`config.mk`:
```
export PLATFORM = sky130hd
export DESIGN_NAME = player_move_ctrl
export DESIGN_NICKNAME = d
export VERILOG_FILES = /design/src/rtl/game_pkg.sv /design/src/rtl/tile_divider.sv /design/src/rtl/player_move_ctrl.sv
export SDC_FILE = /design/constraint.sdc
export NUM_CORES = 1
export LEC_CHECK = 0
export ABC_CLOCK_PERIOD_IN_PS = 3000
export BUFFER_PORTS_ARGS = -buffer_cell sky130_fd_sc_hd__buf_2
export CELL_PAD_IN_SITES_DETAIL_PLACEMENT = 0
export CELL_PAD_IN_SITES_GLOBAL_PLACEMENT = 1
export CORE_ASPECT_RATIO = 0.9
export CORE_MARGIN = 1
export CORE_UTILIZATION = 30
export DETAILED_ROUTE_END_ITERATION = 8
export PLACE_DENSITY = 0.59
export SKIP_CTS_REPAIR_TIMING = 1
export SYNTH_ARGS = -nofsm -noshare
export SYNTH_HDL_FRONTEND = slang
export SYNTH_HIERARCHICAL = 1
export SYNTH_SLANG_ARGS = --single-unit
```
`constraint.sdc`:
```
create_clock -name clk -period 3 [get_ports clk]
set_input_delay 0.3 -clock clk [delete_from_list [all_inputs] [get_ports clk]]
set_output_delay 0.3 -clock clk [all_outputs]
set_load 0.005 [all_outputs]
```
`src/rtl/game_pkg.sv`:
```
// game_pkg
// Shared constants for the maze game datapath: direction encodings coming
// from the button decoder, wall bit positions in a level-ROM word, spawn
// point and maze geometry, the movement FSM state codes, and two helpers.
// Ports: none (package).
package game_pkg;

  localparam logic [3:0] DIR_UP    = 4'b0001;
  localparam logic [3:0] DIR_LEFT  = 4'b0010;
  localparam logic [3:0] DIR_RIGHT = 4'b0100;
  localparam logic [3:0] DIR_DOWN  = 4'b1000;

  localparam int WALL_TOP   = 3;
  localparam int WALL_BOT   = 2;
  localparam int WALL_LEFT  = 1;
  localparam int WALL_RIGHT = 0;

  localparam int START_X   = 394;
  localparam int START_Y   = 141;
  localparam int INFOBAR_H = 100;
  localparam int BLK       = 10;

  localparam logic [4:0] QUOT_MAX = 5'd31;

  localparam logic [2:0] ST_IDLE     = 3'd0;
  localparam logic [2:0] ST_DIV      = 3'd1;
  localparam logic [2:0] ST_LOOK_CUR = 3'd2;
  localparam logic [2:0] ST_LOOK_ADJ = 3'd3;
  localparam logic [2:0] ST_DECIDE   = 3'd4;

  function automatic logic dir_one_hot(input logic [3:0] d);
    return (d == DIR_UP) || (d == DIR_LEFT) || (d == DIR_RIGHT) || (d == DIR_DOWN);
  endfunction

  // Subtraction that floors at zero instead of wrapping
  function automatic logic [10:0] sat_sub(input logic [10:0] a, input logic [10:0] b);
    return (a > b) ? (a - b) : 11'd0;
  endfunction

endpackage

```
`src/rtl/tile_divider.sv`:
```
// tile_divider
// Dual-channel sequential divider by repeated subtraction. One subtraction
// per channel per cycle; quotients saturate at 31. done is a one-cycle
// combinational pulse in the cycle where neither channel can subtract, and
// the quotient/remainder registers hold their values until the next start.
// Ports:
//   clk, rst                 clock, async active-high reset
//   start                    load dividends and begin dividing
//   abort                    stop immediately (takes priority over start)
//   x_dividend, y_dividend   11-bit dividends
//   x_divisor, y_divisor     10-bit divisors (caller must not start with 0)
//   x_quot, y_quot           5-bit quotients
//   x_rem, y_rem             11-bit remainders
//   done                     division finished this cycle
module tile_divider (
  input  logic        clk,
  input  logic        rst,
  input  logic        start,
  input  logic        abort,
  input  logic [10:0] x_dividend,
  input  logic [10:0] y_dividend,
  input  logic [9:0]  x_divisor,
  input  logic [9:0]  y_divisor,
  output logic [4:0]  x_quot,
  output logic [4:0]  y_quot,
  output logic [10:0] x_rem,
  output logic [10:0] y_rem,
  output logic        done
);
  import game_pkg::*;

  logic        run_q, run_d;
  logic [4:0]  x_quot_q, x_quot_d, y_quot_q, y_quot_d;
  logic [10:0] x_rem_q, x_rem_d, y_rem_q, y_rem_d;
  logic        x_step, y_step;

  assign x_step = run_q && (x_rem_q >= {1'b0, x_divisor}) && (x_quot_q != QUOT_MAX);
  assign y_step = run_q && (y_rem_q >= {1'b0, y_divisor}) && (y_quot_q != QUOT_MAX);
  assign done   = run_q && !x_step && !y_step;

  // Next-state: load on start, subtract while either channel still can
  always_comb begin
    run_d    = run_q;
    x_quot_d = x_quot_q;
    y_quot_d = y_quot_q;
    x_rem_d  = x_rem_q;
    y_rem_d  = y_rem_q;
    if (abort) begin
      run_d = 1'b0;
    end else if (start) begin
      run_d    = 1'b1;
      x_rem_d  = x_dividend;
      y_rem_d  = y_dividend;
      x_quot_d = 5'd0;
      y_quot_d = 5'd0;
    end else if (run_q) begin
      if (x_step) begin
        x_rem_d  = x_rem_q - {1'b0, x_divisor};
        x_quot_d = x_quot_q + 5'd1;
      end
      if (y_step) begin
        y_rem_d  = y_rem_q - {1'b0, y_divisor};
        y_quot_d = y_quot_q + 5'd1;
      end
      if (done) run_d = 1'b0;
    end
  end

  // Divider state registers
  always_ff @(posedge clk or posedge rst) begin
    if (rst) begin
      run_q    <= 1'b0;
      x_quot_q <= 5'd0;
      y_quot_q <= 5'd0;
      x_rem_q  <= 11'd0;
      y_rem_q  <= 11'd0;
    end else begin
      run_q    <= run_d;
      x_quot_q <= x_quot_d;
      y_quot_q <= y_quot_d;
      x_rem_q  <= x_rem_d;
      y_rem_q  <= y_rem_d;
    end
  end

  assign x_quot = x_quot_q;
  assign y_quot = y_quot_q;
  assign x_rem  = x_rem_q;
  assign y_rem  = y_rem_q;

endmodule

```
`src/rtl/player_move_ctrl.sv`:
```
// player_move_ctrl
// Sequences one player move per game tick: pixel position -> tile via
// tile_divider, wall lookup of the current tile then the adjacent tile over
// one shared level-ROM port, then commit or block a STEP-pixel move.
// Optional build macro WALL_ACK_TIMEOUT_EN: abort a move when wall_ack does
// not arrive within ACK_TIMEOUT cycles of a request (default: wait forever).
// Ports:
//   clk, rst                     clock, async active-high reset
//   tick, btn_dir                game tick pulse, one-hot direction
//   respawn, level_change        return to spawn / new level loaded
//   tile_w, tile_h, wall_margin  active level geometry
//   num_rows, num_cols           active level size
//   wall_req, wall_row, wall_col level-ROM lookup request and address
//   wall_ack, walls_in           lookup response {top,bottom,left,right}
//   pos_x, pos_y                 player top-left pixel
//   cur_row, cur_col             tile of last computed position
//   busy, move_done              FSM not idle / move committed pulse
module player_move_ctrl #(
  parameter int STEP      = 2,
  parameter int BLK       = game_pkg::BLK,
  parameter int INFOBAR_H = game_pkg::INFOBAR_H,
  parameter int START_X   = game_pkg::START_X,
  parameter int START_Y   = game_pkg::START_Y
`ifdef WALL_ACK_TIMEOUT_EN
  , parameter int ACK_TIMEOUT = 15
`endif
) (
  input  logic        clk,
  input  logic        rst,
  input  logic        tick,
  input  logic [3:0]  btn_dir,
  input  logic        respawn,
  input  logic        level_change,
  input  logic [9:0]  tile_w,
  input  logic [9:0]  tile_h,
  input  logic [9:0]  wall_margin,
  input  logic [4:0]  num_rows,
  input  logic [4:0]  num_cols,
  output logic        wall_req,
  output logic [4:0]  wall_row,
  output logic [4:0]  wall_col,
  input  logic        wall_ack,
  input  logic [3:0]  walls_in,
  output logic [10:0] pos_x,
  output logic [10:0] pos_y,
  output logic [4:0]  cur_row,
  output logic [4:0]  cur_col,
  output logic        busy,
  output logic        move_done
);
  import game_pkg::*;

  logic [2:0]  state_q, state_d;
  logic [3:0]  dir_q, dir_d;
  logic [10:0] pos_x_q, pos_x_d, pos_y_q, pos_y_d;
  logic [4:0]  cur_row_q, cur_row_d, cur_col_q, cur_col_d;
  logic [3:0]  walls_cur_q, walls_cur_d, walls_adj_q, walls_adj_d;
  logic        wall_req_q, wall_req_d;
  logic [4:0]  wall_row_q, wall_row_d, wall_col_q, wall_col_d;
  logic        move_done_q, move_done_d;
`ifdef WALL_ACK_TIMEOUT_EN
  logic [3:0]  tmo_q, tmo_d;
`endif

  logic        div_start, div_abort, div_done;
  logic [4:0]  div_x_quot, div_y_quot;
  logic [10:0] div_x_rem, div_y_rem;
  logic [4:0]  adj_row, adj_col;
  logic        blocked;
  logic [10:0] margin_w;

  assign margin_w = {1'b0, wall_margin};

  tile_divider u_div (
    .clk        (clk),
    .rst        (rst),
    .start      (div_start),
    .abort      (div_abort),
    .x_dividend (pos_x_q),
    .y_dividend (pos_y_q - 11'(INFOBAR_H)),
    .x_divisor  (tile_w),
    .y_divisor  (tile_h),
    .x_quot     (div_x_quot),
    .y_quot     (div_y_quot),
    .x_rem      (div_x_rem),
    .y_rem      (div_y_rem),
    .done       (div_done)
  );

  // Neighbour tile in the move direction, pinned to the current tile at the maze border
  always_comb begin
    adj_row = cur_row_q;
    adj_col = cur_col_q;
    case (dir_q)
      DIR_UP:    if (cur_row_q != 5'd0) adj_row = cur_row_q - 5'd1;
      DIR_DOWN:  if (({1'b0, cur_row_q} + 6'd1) < {1'b0, num_rows}) adj_row = cur_row_q + 5'd1;
      DIR_LEFT:  if (cur_col_q != 5'd0) adj_col = cur_col_q - 5'd1;
      DIR_RIGHT: if (({1'b0, cur_col_q} + 6'd1) < {1'b0, num_cols}) adj_col = cur_col_q + 5'd1;
      default: ;
    endcase
  end

  // A wall only blocks when the player is already within the margin of that edge.
  // The pixel-range guards keep pos_y out of the info bar and pos_x from wrapping.
  always_comb begin
    blocked = 1'b1;
    case (dir_q)
      DIR_UP: blocked = ((walls_cur_q[WALL_TOP] | walls_adj_q[WALL_BOT]) && (div_y_rem <= margin_w))
                        || (pos_y_q < 11'(INFOBAR_H + STEP));
      DIR_DOWN: blocked = (walls_cur_q[WALL_BOT] | walls_adj_q[WALL_TOP])
                          && ((div_y_rem + 11'(BLK)) >= sat_sub({1'b0, tile_h}, margin_w));
      DIR_LEFT: blocked = ((walls_cur_q[WALL_LEFT] | walls_adj_q[WALL_RIGHT]) && (div_x_rem <= margin_w))
                          || (pos_x_q < 11'(STEP));
      DIR_RIGHT: blocked = (walls_cur_q[WALL_RIGHT] | walls_adj_q[WALL_LEFT])
                           && ((div_x_rem + 11'(BLK)) >= sat_sub({1'b0, tile_w}, margin_w));
      default: blocked = 1'b1;
    endcase
  end

  // Main FSM. Each lookup drops wall_req on its ack; the adjacent request is
  // raised one cycle later so the ROM always sees a fresh request edge.
  // level_change/respawn override everything at the end of the block.
  always_comb begin
    state_d     = state_q;
    dir_d       = dir_q;
    pos_x_d     = pos_x_q;
    pos_y_d     = pos_y_q;
    cur_row_d   = cur_row_q;
    cur_col_d   = cur_col_q;
    walls_cur_d = walls_cur_q;
    walls_adj_d = walls_adj_q;
    wall_req_d  = wall_req_q;
    wall_row_d  = wall_row_q;
    wall_col_d  = wall_col_q;
    move_done_d = 1'b0;
    div_start   = 1'b0;
    div_abort   = 1'b0;

    case (state_q)
      ST_IDLE: begin
        if (tick && dir_one_hot(btn_dir)) begin
          dir_d     = btn_dir;
          div_start = 1'b1;
          state_d   = ST_DIV;
        end
      end
      ST_DIV: begin
        if ((tile_w == 10'd0) || (tile_h == 10'd0)) begin
          div_abort = 1'b1;
          state_d   = ST_IDLE;
        end else if (div_done) begin
          cur_row_d  = div_y_quot;
          cur_col_d  = div_x_quot;
          wall_row_d = div_y_quot;
          wall_col_d = div_x_quot;
          wall_req_d = 1'b1;
          state_d    = ST_LOOK_CUR;
        end
      end
      ST_LOOK_CUR: begin
        if (wall_req_q && wall_ack) begin
          walls_cur_d = walls_in;
          wall_req_d  = 1'b0;
          wall_row_d  = adj_row;
          wall_col_d  = adj_col;
          state_d     = ST_LOOK_ADJ;
        end
      end
      ST_LOOK_ADJ: begin
        if (!wall_req_q) begin
          wall_req_d = 1'b1;
        end else if (wall_ack) begin
          walls_adj_d = walls_in;
          wall_req_d  = 1'b0;
          state_d     = ST_DECIDE;
        end
      end
      ST_DECIDE: begin
        if (!blocked) begin
          move_done_d = 1'b1;
          case (dir_q)
            DIR_UP:    pos_y_d = pos_y_q - 11'(STEP);
            DIR_DOWN:  pos_y_d = pos_y_q + 11'(STEP);
            DIR_LEFT:  pos_x_d = pos_x_q - 11'(STEP);
            DIR_RIGHT: pos_x_d = pos_x_q + 11'(STEP);
            default: ;
          endcase
        end
        state_d = ST_IDLE;
      end
      default: state_d = ST_IDLE;
    endcase

`ifdef WALL_ACK_TIMEOUT_EN
    tmo_d = 4'd0;
    if (((state_q == ST_LOOK_CUR) || (state_q == ST_LOOK_ADJ)) && wall_req_q && !wall_ack) begin
      if (tmo_q == 4'(ACK_TIMEOUT - 1)) begin
        wall_req_d = 1'b0;
        state_d    = ST_IDLE;
      end else begin
        tmo_d = tmo_q + 4'd1;
      end
    end
`endif

    if (level_change || respawn) begin
      pos_x_d     = 11'(START_X);
      pos_y_d     = 11'(START_Y);
      wall_req_d  = 1'b0;
      move_done_d = 1'b0;
      div_start   = 1'b0;
      div_abort   = 1'b1;
      state_d     = ST_IDLE;
    end
  end

  // State registers
  always_ff @(posedge clk or posedge rst) begin
    if (rst) begin
      state_q     <= ST_IDLE;
      dir_q       <= 4'd0;
      pos_x_q     <= 11'(START_X);
      pos_y_q     <= 11'(START_Y);
      cur_row_q   <= 5'd0;
      cur_col_q   <= 5'd0;
      walls_cur_q <= 4'd0;
      walls_adj_q <= 4'd0;
      wall_req_q  <= 1'b0;
      wall_row_q  <= 5'd0;
      wall_col_q  <= 5'd0;
      move_done_q <= 1'b0;
    end else begin
      state_q     <= state_d;
      dir_q       <= dir_d;
      pos_x_q     <= pos_x_d;
      pos_y_q     <= pos_y_d;
      cur_row_q   <= cur_row_d;
      cur_col_q   <= cur_col_d;
      walls_cur_q <= walls_cur_d;
      walls_adj_q <= walls_adj_d;
      wall_req_q  <= wall_req_d;
      wall_row_q  <= wall_row_d;
      wall_col_q  <= wall_col_d;
      move_done_q <= move_done_d;
    end
  end

`ifdef WALL_ACK_TIMEOUT_EN
  // Ack-timeout counter
  always_ff @(posedge clk or posedge rst) begin
    if (rst) tmo_q <= 4'd0;
    else     tmo_q <= tmo_d;
  end
`endif

  assign wall_req  = wall_req_q;
  assign wall_row  = wall_row_q;
  assign wall_col  = wall_col_q;
  assign pos_x     = pos_x_q;
  assign pos_y     = pos_y_q;
  assign cur_row   = cur_row_q;
  assign cur_col   = cur_col_q;
  assign busy      = (state_q != ST_IDLE);
  assign move_done = move_done_q;

endmodule

```
==> results of run 1 <==
## layer usage
| layer | part of all wire (%) | vias up |
|---|---|---|
| met5 | 0 | - |
| li1 | - | 4485 |
| met3 | 3.2 | 10 |
| met1 | 52 | 4292 |
| met4 | 0.52 | 0 |
| met2 | 45 | 128 |
## sequential cells by signal (all words and copies together) (netlist names)
name and flops:
cur_col 5, cur_row 5, dir_q 4, move_done 1, pos_x 10, pos_y 11, state_q 3, u_div/run_q 1
u_div/x_quot 5, u_div/x_rem 11, u_div/y_quot 5, u_div/y_rem 11, wall_col 5, wall_req 1, wall_row 5, walls_adj_q 4
walls_cur_q 4
## cells by family after synthesis
group,after synthesis,share of synthesized area (%)
other,1,0.04185
multiplexers,26,3.156
buffers and inverters,107,5.097
XOR/XNOR,71,6.940
AO/OA/AOI/OAI,273,20.47
flip-flops,91,25.53
AND/OR/NAND/NOR,395,22.15
adder cells (fa/ha/maj),116,16.62
## how the worst max path moves through the flow
stage,from,end,slack (ns)
after detailed placement,wall_margin[1],pos_y[6],-1.14
after global placement,wall_margin[1],pos_x[10],-1.05
final,wall_margin[1],pos_x[4],-0.58
after CTS,wall_margin[1],pos_y[8],-0.78
after global routing,wall_margin[1],pos_x[4],-0.75
after floorplan,wall_margin[1],pos_x[9],-0.50
## power groups by stage
stage               Combinational (uW)  Clock (uW)  Sequential [uW]
floorplan                         1160           0             1410
global placement                  1940           0             1400
detailed placement                1950           0             1400
CTS                               1960        1280             1370
global route                      2330        1320             1390
finish                            2090        1240             1380
## through the flow
stage / cell area [um^2] / TNS, ns / util, % / total power [uW] / instances
final: 12160 / -9.832 / 41.69 / 4710 / 1766
after global routing: 12160 / -13.35 / 41.69 / 5040 / 1766
after floorplan: 9047 / -8.823 / - / 2571 / 1081
after detailed placement: 11390 / -30.90 / 39.06 / 3346 / 1738
after global placement: 11390 / -29.86 / 39.06 / 3331 / 1738
after CTS: 11700 / -16.16 / 40.11 / 4612 / 1754
## layout make-up
class / instances / area (um^2)
Clock buffer: 9 / 225.2
Clock inverter: 7 / 82.58
Fill cell: 2970 / 17000
Inverter: 73 / 286.5
Multi-Input combinational cell: 883 / 6629
Sequential cell: 91 / 2287
Tap cell: 396 / 495.5
Timing Repair Buffer: 307 / 2152
## cell usage in the layout, fill, tap and decap left out, types with 6 or more instances in the layout
cell       count
a211oi_1      12
a211oi_2       6
a21o_1        17
a21oi_1       47
a21oi_2        6
a31oi_1       19
and3_1        13
buf_2         94
buf_4        204
clkbuf_16     10
dfrtp_1       83
dfstp_2        8
ha_1         101
ha_4          10
inv_1         69
mux2_2        17
mux2i_1        8
nand2_1      119
nand2_2        9
nand2b_1      16
nand3_1       21
nand3b_1       8
nand4_1       18
nor2_1        88
nor2b_1       14
nor3_1        23
nor4_1         6
o211ai_1       9
o21a_1        12
o21ai_0       55
o21ai_1       11
o31ai_1        6
or3_1         12
xnor2_1       36
xor2_1        34
## worst max-delay path, delay by kind of cell
family,cells,cell delay (ns)
AO/OA/AOI/OAI,9,1.49
XOR/XNOR,1,0.18
adder cells (fa/ha/maj),2,0.42
buffers and inverters,4,0.42
AND/OR/NAND/NOR,5,1.07
==> impl_metrics.yaml, run 1 <==
worst_setup_path:
  max_stage_delay_ns: 0.51
  cp_cell_sequence: "buf_12, inv_12, buf_6, ha_4, nor2b_4, o21ai_2, a21boi_2, o211ai_1, a211oi_2, a211oi_2, or4_4, ha_4, a21o_1, a211o_1, a41oi_2, a21oi_2, nor4_4, buf_6, nand2_4, xor2_2, nor2_1"
  worstPathMaxFanout: 6
  cp.arrival_ns: 3.88
  critPathKind: "in -> reg"
  reg2reg_from: "u_div/x_rem[1]"
  r2r_end: "pos_x[4]"
  end_kind: "flop"
  reg2reg_slack_ns: 0.03
  ff2ff_path_depth: 13
  cp.required_ns: 3.30
  cpMaxStageDelayCell: "or4_4"
  startpoint_type: "input pin"
drt:
  drt_wl_total_um: 30090
  drtIter0Drc: 436
  wl_per_cell_um: 17.04
  via_per_inst: 5.048
  vias: 8915
  first_pass_iters: 5
  postRouteAntennaNets: 0
  drc_errors: 0
power:
  vdd.ir_drop.worst_mv: 0.2171
  p_leak_uw: 0.005934
  clkPwrFrac_pct: 26.4
  internal_power_uw: 2969
  p_switching_uw: 1741
  p_sw_share_pct: 36.97
  powerDensity_nw_per_um2: 387.4
  p_comb_share_pct: 44.4
  p_seq_share_pct: 29.2
sta:
  whs_ns: 0.05748
  skew_ns: 0.01447
  period_minus_slack_ns: 3.583
  rsz0062_at_grt: "yes"
  drv_slew: 0
  worst_pin_slew_ns: 0.8131
  post-route-period-util_pct: 119.4
  fmax_mhz: 279.1
  setup_viol: 21
  layout_setup_ws_ns: -0.5830
  slew_headroom_pct: 45.79
  finalHoldViolCount: 0
floorplanning:
  die_area_um2: 30560
  ios: 99
  num_rows: 59
  die_w_um: 184.2
  core_area_um2: 29160
  die_y_um: 166.0
  initial_core_util_pct: 30.73
clock_tree:
  ctsLongestPathBuffers: 2
  cts_tree: "built"
  h-tree-depth: 3
  path_clk_slew_ns: 0.08
  numClockSinks: 91
  clkLatencyLatePin_ns: 0.36
  clockRootBuffer: "clkbuf_16"
  numCtsBuffers: 9
synth:
  ys.flop_type: "dfrtp_1"
  ys_warn_count: 6
  async_flop_share_pct: 100.0
  synth_seq_cells: 91
  synth_common_cells: "nand2_1 (123), ha_1 (111), nor2_1 (91)"
  ys_types: 83
  synthCells: 1080
  synth_edf_count: 0
  syn_avg_cell_area_um2: 8.296
  synth_top_area_cell: "dfrtp_1"
  synth_top_area_share_pct: 23.18
  ys_seq_area_share_pct: 25.53
  syn_area_um2: 8960
  synthMostInstantiatedCell: "nand2_1"
  synth.area.top_cells: "dfrtp_1 (23%), ha_1 (16%), nand2_1 (5.2%)"
placement:
  place_ws_ns: -1.143
  place.detailed.hpwl_um: 24530
  globalplace.congestion: 0.8269
  io_buffers: 97
global_route:
  grt_pass1_vias: 8712
  gr-usage-met1_pct: 29.85
  busiest_layer: "met2"
  grt_use_met3_pct: 2.632
  grt.overflow.total: 0
  grt_antenna_before_repair: 0
  use_met2_pct: 31.36
  grt_pass1_wl_um: 48070
  grt_max_degree: 59
  grt_util_all_layers_pct: 20.09
run_status:
  status: "complete, but fails checks"
  violations: "negative setup slack"
layout:
  diodes: 0
  final_layout_size_suffix_gt1_share_pct: 31.90
  area_growth_pct: 35.69
  final_nets: 1535
flow_run:
  maxCapViolations: 0
worst_hold_path:
  min_path_type: "in -> async"
Power figures use the tool's default switching activity.
==> run 2: changes to the inputs <==
--- a/config.mk
+++ b/config.mk
@@ -15,2 +15,3 @@
 export DETAILED_ROUTE_END_ITERATION = 8
+export GPL_TIMING_DRIVEN = 0
 export PLACE_DENSITY = 0.59
==> constraint.sdc (replaced) <==
create_clock -name clk -period 3 [get_ports clk]
set_input_delay 0.9 -clock clk [delete_from_list [all_inputs] [get_ports clk]]
set_output_delay 0.9 -clock clk [all_outputs]
set_load 0.1 [all_outputs]
==> run 2 against run 1 <==
  * The flow still finishes with violations (negative setup slack)
  * Sequential power is 4% higher
  * Non-clock buffer count is 136 lower
  * Largest power group unchanged
  * Power is 2.6% lower
  * Clock skew is 0.0053 ns lower
  * Register-to-register slack worse by 0.44 ns
  * Fmax is 17% lower
  * Worst setup slack worse by 0.74 ns
  * Clock-buffer cell count is 4 higher
  * Critical path depth is 1 lower
  * First-iteration DRC count is 20% higher
==> impl_metrics.yaml, run 2 (synthesized netlist as in run 1, its figures left out) <==
placement:
  globalplace.congestion: 0.8278
  place.detailed.hpwl_um: 23010
  place_ws_ns: -1.977
  io_buffers: 97
worst_setup_path:
  reg2reg_from: "dir_q[1]"
  end_kind: "flop"
  r2r_end: "pos_y[10]"
  path_buf_inv: 3
  cpMaxStageDelayCell: "or4_4"
  cp_top_family: "compound AO/OA/AOI/OAI gates"
  cp_common_cell: "ha_4"
  critPathKind: "in -> reg"
  max_stage_delay_ns: 0.44
  cp.required_ns: 3.28
  ff2ff_path_depth: 12
  cp.arrival_ns: 4.61
  reg2reg_slack_ns: -0.41
  worstPathMaxFanout: 6
  cp_cell_sequence: "buf_12, inv_12, ha_4, nor2b_4, o21ai_4, a21boi_2, o211ai_1, a211oi_2, a211oi_4, or4_4, ha_4, a21o_1, a211o_1, a41oi_2, a21oi_2, nor4_4, buf_6, nand2_2, xor2_1, nor2_1"
  startpoint_type: "input pin"
sta:
  drv_slew: 0
  setup_viol: 49
  period_minus_slack_ns: 4.326
  finalHoldViolCount: 0
  slew_headroom_pct: 29.47
  rsz0062_at_grt: "yes"
  worst_pin_slew_ns: 1.055
  post-route-period-util_pct: 144.2
  fin_setup_tns_ns: -29.04
  skew_ns: 0.009164
  whs_ns: 0.4832
  fmax_mhz: 231.1
  layout_setup_ws_ns: -1.326
global_route:
  grt_antenna_before_repair: 1
  grt_util_all_layers_pct: 19.35
  grt_max_degree: 34
  grt.overflow.total: 0
  grt_pass1_wl_um: 45530
  grt_pass1_vias: 7923
worst_hold_path:
  holdPathEnd: "wall_row[4]"
  hold_path_depth: 1
  min_path_type: "reg -> reg"
  hold_start: "wall_row[4]"
clock_tree:
  numClockSinks: 91
  path_clk_slew_ns: 0.07
  numCtsBuffers: 9
  cts_tree: "built"
  ctsLongestPathBuffers: 2
  h-tree-depth: 3
  clockRootBuffer: "clkbuf_16"
  clkLatencyLatePin_ns: 0.36
layout:
  final_cell_mix: "nand2_1 (119), buf_2 (88), ha_1 (87)"
  final_common_cell: "nand2_1"
  fillers: 3032
  area_growth_pct: 29.56
  multi_input_area_um2: 7022
  diodes: 0
  final_nets: 1400
  final_util_pct: 39.81
  final_layout_size_suffix_gt1_share_pct: 27.77
  regArea_um2: 2297
floorplanning:
  num_rows: 59
  die_y_um: 166.0
  die_area_um2: 30560
  die_w_um: 184.2
  ios: 99
  core_area_um2: 29160
  initial_core_util_pct: 30.73
power:
  p_sw_share_pct: 38.72
  p_comb_share_pct: 42.6
  p_leak_uw: 0.005263
  powerDensity_nw_per_um2: 395.0
  clkPwrFrac_pct: 26.1
  vdd.ir_drop.worst_mv: 0.2614
  internal_power_uw: 2810
  p_switching_uw: 1775
  p_seq_share_pct: 31.3
drt:
  drtIter0Drc: 523
  postRouteAntennaNets: 0
  drc_errors: 0
  vias: 8424
  wl_per_cell_um: 18.26
  drt_wl_total_um: 29790
  first_pass_iters: 5
  via_per_inst: 5.165
run_status:
  violations: "negative setup slack"
  status: "complete, but fails checks"
flow_run:
  maxCapViolations: 0
run 2: layout make-up:
class | count | area share [%]
buffer | 31 | 2.005
clock buffer | 13 | 2.156
clock inverter | 3 | 0.3449
inverter | 73 | 2.651
multi-input combinational | 884 | 60.49
sequential | 91 | 19.79
tap | 396 | 4.268
timing repair buffer | 140 | 8.299
run 2: stage by stage:
step	instance area, um^2	std cells	total power, uW
2_1_floorplan	9154	1081	2700
3_3_place_gp	10130	1574	3133
3_5_place_dp	10150	1575	3142
4_1_cts	10450	1591	4354
5_1_grt	11610	1631	4872
6_report	11610	1631	4586
run 2: power groups by stage:
| stage | clock, uW | combinational [uW] | sequential (uW) |
|---|---|---|---|
| 3_5_place_dp | 0 | 1690 | 1450 |
| 4_1_cts | 1230 | 1700 | 1430 |
| 6_report | 1200 | 1950 | 1440 |
| 2_1_floorplan | 0 | 1200 | 1500 |
| 3_3_place_gp | 0 | 1680 | 1450 |
| 5_1_grt | 1270 | 2150 | 1450 |
run 2: routing by layer:
metal | GRT usage [%] | share of wire [%] | wire length (um)
met1 | 27.95 | 50 | 14980
met2 | 30.75 | 46 | 13660
met3 | 2.325 | 2.9 | 871
met4 | 3.877 | 0.94 | 279
met5 | 0 | 0 | 0
run 2: worst max path at each step:
stage | from | to | slack, ns | cells past startpoint
after floorplan | wall_margin[1] | pos_x[6] | -1.13 | 19
after global placement | wall_margin[1] | pos_y[4] | -1.97 | 21
after detailed placement | wall_margin[1] | pos_y[5] | -1.98 | 21
after CTS | wall_margin[1] | pos_y[4] | -1.64 | 21
after global routing | tile_w[0] | pos_x[6] | -1.54 | 22
final | wall_margin[1] | pos_x[6] | -1.33 | 20
==> run 3: changes to the inputs <==
- BUFFER_PORTS_ARGS: -buffer_cell sky130_fd_sc_hd__buf_2 -> default
- DONT_BUFFER_PORTS: default -> 1
- PLACE_DENSITY: 0.59 -> 0.55
- SYNTH_HIERARCHICAL: 1 -> default
==> run 3 against run 2 <==
  * The run still ends with negative setup slack left
  * Utilization down 3.6 points
  * Critical path depth down 2
  * Via count down 3.4%
  * Power up 3.8%
  * Sequential power about the same
  * Cell area down 6.6%
  * Sequential share of layout area up 1.6 points
  * Sequential cell count unchanged
  * Global-route usage up 0.44 points
  * Clock power up 8%
  * Highest routed layer unchanged
==> impl_metrics.yaml, run 3 <==
global_route:
  grt.overflow.total: 0
  gr-usage-met1_pct: 27.86
  grt_pass1_vias: 7910
  grt_util_all_layers_pct: 19.79
  grt_use_met3_pct: 4.067
  use_met2_pct: 31.05
  grt_pass1_wl_um: 47010
  busiest_layer: "met2"
  grt_max_degree: 38
  grt_antenna_before_repair: 1
run_status:
  violations: "negative setup slack"
  status: "complete, but fails checks"
flow_run:
  maxCapViolations: 0
clock_tree:
  path_clk_slew_ns: 0.07
  numCtsBuffers: 9
  cts_tree: "built"
  clkLatencyLatePin_ns: 0.36
  numClockSinks: 91
  h-tree-depth: 3
  clockRootBuffer: "clkbuf_16"
  ctsLongestPathBuffers: 2
synth:
  ys_types: 88
  syn_area_um2: 9156
  synth_fp_nets: 1247
  synth.area.top_cells: "dfrtp_1 (23%), ha_1 (15%), o21ai_0 (4.3%)"
  ys_warn_count: 0
  synth_common_cells: "ha_1 (111), dfrtp_1 (83), inv_1 (82)"
  synth_top_area_share_pct: 22.68
  ys.flop_type: "dfrtp_1"
  synth_edf_count: 0
  async_flop_share_pct: 100.0
  ys_seq_area_share_pct: 24.98
  synthCells: 1077
  synthMostInstantiatedCell: "ha_1"
  syn_avg_cell_area_um2: 8.502
  synth_seq_cells: 91
  synth_top_area_cell: "dfrtp_1"
sta:
  skew_ns: 0.01563
  rsz0062_at_grt: "yes"
  worst_pin_slew_ns: 1.350
  fmax_mhz: 224.5
  layout_setup_ws_ns: -1.455
  slew_headroom_pct: 8.705
  post-route-period-util_pct: 148.5
  fin_setup_tns_ns: -27.66
  period_minus_slack_ns: 4.455
  setup_viol: 21
  drv_slew: 0
  finalHoldViolCount: 0
worst_setup_path:
  cp.arrival_ns: 4.74
  worstPathMaxFanout: 10
  end_kind: "flop"
  max_stage_delay_ns: 0.40
  critPathLaunch: "wall_margin[1]"
  critPathKind: "in -> reg"
  cp.required_ns: 3.29
  reg2reg_slack_ns: -0.91
  cpMaxStageDelayCell: "or3_4"
  r2r_end: "pos_y[10]"
  cp_cell_sequence: "inv_16, ha_4, nor2b_1, o21ai_1, a21boi_2, o31a_1, o211ai_1, and4_1, o21ai_2, ha_1, a21o_1, a221oi_2, o221ai_1, o21bai_4, or3_4, buf_12, or3_4, a21oi_2"
  reg2reg_from: "dir_q[1]"
  startpoint_type: "input pin"
  ff2ff_path_depth: 13
  cp_common_cell: "or3_4"
floorplanning:
  core_area_um2: 29950
  die_w_um: 186.2
  initial_core_util_pct: 30.57
  ios: 99
  num_rows: 60
  die_area_um2: 31220
  die_y_um: 167.7
layout:
  final_common_cell: "ha_1"
  final_layout_size_suffix_gt1_share_pct: 18.98
  area_growth_pct: 18.46
  final_area_um2: 10850
  final_nets: 1287
  final_cell_mix: "ha_1 (100), nand2_1 (76), inv_1 (75)"
drt:
  drt_wl_total_um: 30680
  drtIter0Drc: 448
  postRouteAntennaNets: 0
  vias: 8138
  wl_per_cell_um: 20.09
  via_per_inst: 5.329
  first_pass_iters: 5
  drc_errors: 0
power:
  finalPower_uw: 4762
  vdd.ir_drop.worst_mv: 0.2817
  p_leak_uw: 0.004600
  powerDensity_nw_per_um2: 439.0
placement:
  io_buffers: 0
  globalplace.congestion: 0.8183
  place.detailed.hpwl_um: 23720
  dpl_cell_area_um2: 9838
  place_ws_ns: -2.326
worst_hold_path:
  min_path_type: "in -> async"
run 3: worst max-delay path: cells and delay by family:
family | cells | cell delay [ns]
buffers and inverters | 2 | 0.20
AOI/OAI and AO/OA | 10 | 2.00
adders and majority gates | 2 | 0.51
and+or+nand+nor | 4 | 1.12
run 3: layer usage:
layer	wire, um	share of wire (%)	up-vias
li1	-	-	4092
met1	15180	49	3905
met2	13850	45	118
met3	1303	4.2	23
met4	344	1.1	0
met5	0	0	-
run 3: report_power, final:
part / internal (uW) / switching [uW] / leakage (uW)
Sequential: 1310 / 160 / 0.00116
Combinational: 817 / 1180 / 0.00328
Clock: 772 / 527 / 0.000165
Total: 2900 / 1860 / 0.00460
run 3: worst max path at each step:
stage / endpoint / slack [ns]
floorplan: pos_y[1] / -1.34
global placement: pos_y[8] / -2.40
detailed placement: pos_y[8] / -2.33
CTS: pos_y[8] / -1.97
global route: pos_x[5] / -1.61
finish: pos_y[1] / -1.46
run 3: kinds of logic after synthesis:
family | share of synthesized area [%]
flops | 24.98
mux | 5.972
xor+xnor | 5.452
simple gates | 19.20
compound gates | 22.78
fa+ha+maj | 16.26
buf+inv | 5.316
other cells | 0.04096
run 3: per-stage QoR:
step | cells | hold WS, ns | util, %
floorplan | 1077 | 0.4802 | -
detailed placement | 1482 | 0.4997 | 32.84
global placement | 1480 | 0.4903 | 32.71
global route | 1525 | 0.5182 | 36.19
CTS | 1498 | 0.4987 | 33.94
finish | 1527 | 0.4773 | 36.21
run 3: layout make-up:
cell class                      count  area, um^2
Timing Repair Buffer               29       270.3
Antenna cell                        2       5.005
Clock inverter                      5       75.07
Clock buffer                       11       252.7
Fill cell                        3095       19110
Multi-Input combinational cell    867        6854
Sequential cell                    91        2322
Inverter                           82       347.8
Tap cell                          403       504.2
Buffer                             37       215.2
